--- config.mk ---
export PLATFORM = sky130hd
export DESIGN_NAME = mem_port_arbiter
export DESIGN_NICKNAME = d
export VERILOG_FILES = /design/src/rtl/mem_port_arbiter.sv
export SDC_FILE = /design/constraint.sdc
export NUM_CORES = 1
export LEC_CHECK = 0
export BUFFER_PORTS_ARGS = -buffer_cell sky130_fd_sc_hd__buf_4
export CAP_MARGIN = 20
export CORE_MARGIN = 10
export CORE_UTILIZATION = 58
export CTS_BUF_LIST = sky130_fd_sc_hd__clkbuf_8
export DETAILED_ROUTE_END_ITERATION = 6
export PLACE_DENSITY = 0.93
export RECOVER_POWER = 25
export SLEW_MARGIN = 20
export SYNTH_ARGS = -nofsm -noshare
export SYNTH_HDL_FRONTEND = slang
export SYNTH_SLANG_ARGS = --single-unit
--- constraint.sdc ---
create_clock -name clk_in -period 3.5 [get_ports clk_in]
set_input_delay 0.35 -clock clk_in [delete_from_list [all_inputs] [get_ports clk_in]]
set_output_delay 0.35 -clock clk_in [all_outputs]
set_load 0.01 [all_outputs]
--- src/rtl/mem_port_arbiter.sv ---
// Shares the single RAM port between CPU requests and the UART loader write stream.
// Loader pulses are queued in a small FIFO; the CPU wins ties unless the loader is starved.
module mem_port_arbiter #(
  parameter int unsigned ADDR_WIDTH   = 12,
  parameter int unsigned FIFO_DEPTH   = 4,
  parameter int unsigned STARVE_LIMIT = 8,
  parameter logic [3:0]  RANGE_TAG    = 4'h2
) (
  input  logic                  clk_in,
  input  logic                  rst_n_in,
  input  logic [31:0]           ld_addr_in,
  input  logic [31:0]           ld_data_in,
  input  logic                  ld_valid_in,
  input  logic                  cpu_req_in,
  input  logic [31:0]           cpu_addr_in,
  input  logic [31:0]           cpu_data_in,
  input  logic [3:0]            cpu_we_in,
  output logic                  cpu_stall_out,
  output logic [ADDR_WIDTH-1:0] mem_addr_out,
  output logic [31:0]           mem_data_out,
  output logic [3:0]            mem_we_out,
  output logic                  ld_busy_out,
  output logic                  ld_overflow_out
);

  localparam int unsigned PtrW = (FIFO_DEPTH > 1) ? $clog2(FIFO_DEPTH) : 1;
  localparam int unsigned CntW = $clog2(FIFO_DEPTH + 1);
  localparam int unsigned StvW = $clog2(STARVE_LIMIT + 1);
  localparam logic [CntW-1:0] FullCnt = CntW'(FIFO_DEPTH);
  localparam logic [StvW-1:0] StvMax  = StvW'(STARVE_LIMIT);

  logic [31:0]           r_fifo_addr [FIFO_DEPTH];
  logic [31:0]           r_fifo_data [FIFO_DEPTH];
  logic [PtrW-1:0]       r_wr_ptr;
  logic [PtrW-1:0]       r_rd_ptr;
  logic [CntW-1:0]       r_count;
  logic [StvW-1:0]       r_starve_cnt;
  logic [ADDR_WIDTH-1:0] r_mem_addr;
  logic [31:0]           r_mem_data;
  logic [3:0]            r_mem_we;
  logic                  r_busy;
  logic                  r_overflow;

  logic                  w_fifo_empty;
  logic                  w_fifo_full;
  logic                  w_ld_grant;
  logic                  w_cpu_grant;
  logic                  w_push;
  logic                  w_drop;
  logic                  w_range_ok;
  logic [CntW-1:0]       w_count_d;
  logic [StvW-1:0]       w_starve_d;

  always_comb begin
    w_fifo_empty = (r_count == '0);
    w_fifo_full  = (r_count == FullCnt);
    w_ld_grant   = ~w_fifo_empty & (~cpu_req_in | (r_starve_cnt == StvMax));
    w_cpu_grant  = cpu_req_in & ~w_ld_grant;
    // A full FIFO still accepts a pulse when the head drains in the same cycle.
    w_push       = ld_valid_in & (~w_fifo_full | w_ld_grant);
    w_drop       = ld_valid_in & w_fifo_full & ~w_ld_grant;
    w_range_ok   = (cpu_addr_in[19:16] == RANGE_TAG);
    w_count_d    = r_count + CntW'(w_push) - CntW'(w_ld_grant);

    w_starve_d = r_starve_cnt;
    if (w_ld_grant || w_fifo_empty) begin
      w_starve_d = '0;
    end else if (w_cpu_grant && (r_starve_cnt != StvMax)) begin
      w_starve_d = r_starve_cnt + StvW'(1);
    end
  end

  assign cpu_stall_out = cpu_req_in & ~w_cpu_grant;

  // Storage needs no reset: pointers and count define what is valid.
  always_ff @(posedge clk_in) begin
    if (w_push) begin
      r_fifo_addr[r_wr_ptr] <= ld_addr_in;
      r_fifo_data[r_wr_ptr] <= ld_data_in;
    end
  end

  always_ff @(posedge clk_in or negedge rst_n_in) begin
    if (!rst_n_in) begin
      r_wr_ptr     <= '0;
      r_rd_ptr     <= '0;
      r_count      <= '0;
      r_starve_cnt <= '0;
      r_mem_addr   <= '0;
      r_mem_data   <= '0;
      r_mem_we     <= '0;
      r_busy       <= 1'b0;
      r_overflow   <= 1'b0;
    end else begin
      if (w_push) begin
        r_wr_ptr <= r_wr_ptr + PtrW'(1);
      end
      if (w_ld_grant) begin
        r_rd_ptr <= r_rd_ptr + PtrW'(1);
      end
      r_count      <= w_count_d;
      r_starve_cnt <= w_starve_d;
      r_busy       <= (w_count_d != '0) | w_ld_grant;
      if (w_drop) begin
        r_overflow <= 1'b1;
      end

      if (w_ld_grant) begin
        r_mem_addr <= r_fifo_addr[r_rd_ptr][ADDR_WIDTH+1:2];
        r_mem_data <= r_fifo_data[r_rd_ptr];
        r_mem_we   <= 4'b1111;
      end else if (w_cpu_grant) begin
        r_mem_addr <= cpu_addr_in[ADDR_WIDTH+1:2];
        r_mem_data <= cpu_data_in;
        r_mem_we   <= w_range_ok ? cpu_we_in : 4'b0000;
      end else begin
        r_mem_we <= 4'b0000;
      end
    end
  end

  assign mem_addr_out    = r_mem_addr;
  assign mem_data_out    = r_mem_data;
  assign mem_we_out      = r_mem_we;
  assign ld_busy_out     = r_busy;
  assign ld_overflow_out = r_overflow;

endmodule

==> flow_summary.json <==
{
  "synth_area_sq_um": 10100,
  "clk_pin_slew_ns": 0.06,
  "use_met2": 0.345,
  "synth_area_leaders": "edfxtp_1, dfrtp_1, mux4_2",
  "drive_above_1_share": 0.396,
  "max-slew-margin-rel": 0.324,
  "drt_iter0_markers": 330,
  "synth_top_family_by_area": "multiplexers",
  "period_share": 0.844,
  "ys_ff_latch": 237,
  "syn_nets": 742,
  "synthMostInstantiatedCell": "edfxtp_1",
  "ir_worst_vdd_mv": 0.593,
  "synth.area.mux_share": 0.0993,
  "setup_violations": 0,
  "yosys.area_share.xor_xnor": 0.00605,
  "busiest_layer": "met2",
  "r2r_slack_ns": 0.55,
  "htree_levels": 2,
  "die_h_um": 152,
  "r2r-end": "ld_busy_out",
  "clock_latency_ns": 0.52,
  "critical_path.endpoint_type": "register",
  "fmax_mhz": 338,
  "worst-endpoint-required_ns": 3.88,
  "setup_tns_ns": 0,
  "antenna_found_initial": 1,
  "cts_resized": 0,
  "worstReg2RegStart": "r_starve_cnt[0]",
  "drc": 0,
  "synth-simple-area-share": 0.0693,
  "fin_area_sq_um": 12000,
  "synth-main-ff-cell": "edfxtp_1",
  "ys_seq_area_frac": 0.672,
  "placedCellCount": 944,
  "r2r_cells": 13,
  "start_kind": "register",
  "syn_to_final_growth_pct": 18.9,
  "port_buffers": 150,
  "via_per_inst": 5.89,
  "final.setup_skew_ns": 0.0158,
  "cts-root-buf": "clkbuf_8",
  "dp_hpwl_um": 15100,
  "synthArstFlopShare": 0.257,
  "gp_congestion": 0.772,
  "firstDrtPassIters": 5,
  "synth_fa_ha_area_frac": 0.0119,
  "grt_pass1_wl_um": 36700,
  "path_max_fanout": 7,
  "synth_edf_count": 176,
  "power.leakage_nw": 4.56,
  "avgSynthCellArea_sq_um": 17.0,
  "fin_total_pwr_mw": 9.40,
  "grt_util_all_layers": 0.198,
  "max_slew.worst_pin.slew_ns": 1.01,
  "die_w_um": 152,
  "clock_sinks": 237,
  "met3_usage": 0.0545,
  "place_area_sq_um": 11400,
  "drt-total-wl_um": 23100,
  "grt_max_degree": 62,
  "ioPinCount": 187,
  "syn_inst": 597,
  "min_path_type": "input port to register",
  "met1_usage": 0.225,
  "pwr_density_cell_nw_per_um2": 780,
  "cts_tree": "yes",
  "crit_arrival_ns": 3.34,
  "layout.nets": 904,
  "crit_start": "r_starve_cnt[0]",
  "ant_nets": 0,
  "core-area_sq_um": 17200,
  "synth-compound-area-share": 0.0914,
  "vias": 5961,
  "max_cap_viol_count": 0,
  "yosys_warnings": 0,
  "num_rows": 48,
  "outcome": "completed",
  "finalHoldViolations": 0,
  "instances_no_fill": 1012,
  "crit_end": "ld_busy_out",
  "synth_cell_types": 36,
  "numCtsBuffers": 37,
  "synth_top_area_cell": "edfxtp_1",
  "die_area_sq_um": 23200,
  "fillers": 1088,
  "hold_slack_ns": 0.0295,
  "yosysTopAreaCellShare": 0.521,
  "start_util": 0.588,
  "overflow": 0,
  "cts_buffer_depth": 3,
  "diodes": 0,
  "synth_common_cells": "edfxtp_1, dfrtp_1, inv_1, a21oi_1, nand2_1",
  "grt_pass1_vias": 6697,
  "rsz0062_at_grt": "no",
  "worstSetupPathType": "register to register",
  "finalCriticalPeriod_ns": 2.95,
  "wl_per_cell_um": 22.9,
  "drv_slew": 0
}
## kinds of logic (layout without fill, tap and decap cells)
group | Yosys count | count (layout)
adders and majority gates | 9 | 9
DFF | 237 | 237
and+or+nand+nor | 106 | 106
xor gates and xnor gates | 7 | 7
muxes | 45 | 45
buffers and inverters | 96 | 286
AOI/OAI and AO/OA | 97 | 97
## metal layers
metal	share of wire	wire, um	vias to the layer above
met1	0.37	8570	3013
met5	0.00086	20	-
met4	0.028	652	2
met2	0.52	12100	265
li1	-	-	2623
met3	0.078	1810	58
## timing repair
action                    in CTS  in global routing
hold buffers                   1                  0
hold endpoints to repair      61                  0
setup buffers                  0                  0
## worst max-delay path: stages (launching register included)
cell and delay [ns]:
dfrtp_1 0.41, inv_1 0.08, ha_1 0.21, nand3b_4 0.11, a31oi_1 0.19, buf_4 0.18
inv_1 0.05, ha_1 0.27, inv_1 0.04, ha_1 0.18, fa_1 0.38, xor2_1 0.16
xnor2_1 0.14, or4_1 0.40
## where the power goes
group | total [mW] | switching, mW | leakage, nW | internal, mW
clock network | 2.29 | 1.02 | 0.422 | 1.27
logic | 2.87 | 1.53 | 1.82 | 1.34
registers | 4.24 | 0.500 | 2.31 | 3.74
## placed cells by master (no fill, tap or decap), types with 5 or more instances in the layout
cell type  count
buf_4        121
clkbuf_1      37
clkbuf_8      43
buf_12         5
ha_1           8
clkinv_2       5
nor3_2        39
dfrtp_1       59
nor3_1         6
nand2_1       44
a21oi_1       44
edfxtp_1     176
mux4_2        43
a221oi_2      40
inv_1         66
## cell type report
| cell class | instances | area, sq um | share of cell area |
|---|---|---|---|
| Inverter | 55 | 206 | 0.0171 |
| Clock inverter | 24 | 156 | 0.0130 |
| Timing Repair Buffer | 164 | 1160 | 0.0961 |
| Multi-Input combinational cell | 264 | 2840 | 0.235 |
| Sequential cell | 237 | 6820 | 0.566 |
| Clock buffer | 43 | 592 | 0.0491 |
| Tap cell | 225 | 282 | 0.0234 |
## per-stage QoR
step | util | setup slack, ns
final | 0.699 | 0.546
after global routing | 0.699 | 0.380
after CTS | 0.707 | 0.543
after detailed placement | 0.663 | 0.598
after global placement | 0.663 | 0.705
after floorplan | - | 0.651
## registers in the layout, summed over array words and instances (netlist names)
name,cells
r_starve_cnt,4
ld_overflow_out,1
r_count,3
r_rd_ptr,2
mem_addr_out,12
mem_we_out,4
r_fifo_addr,48
r_wr_ptr,2
mem_data_out,32
r_fifo_data,128
ld_busy_out,1
## worst min path at each step
stage,start,to,slack [ns],depth (start not counted)
final,ld_data_in[23],r_fifo_data[1][23],0.03,1
after global routing,ld_data_in[23],r_fifo_data[3][23],0.03,1
after CTS,ld_data_in[17],r_fifo_data[1][17],0.01,1
after detailed placement,r_starve_cnt[0],r_starve_cnt[0],0.49,1
after global placement,rst_n_in,mem_data_out[12],0.47,1
after floorplan,rst_n_in,ld_busy_out,0.05,0
Note: power is estimated with default switching activity, not from simulation.
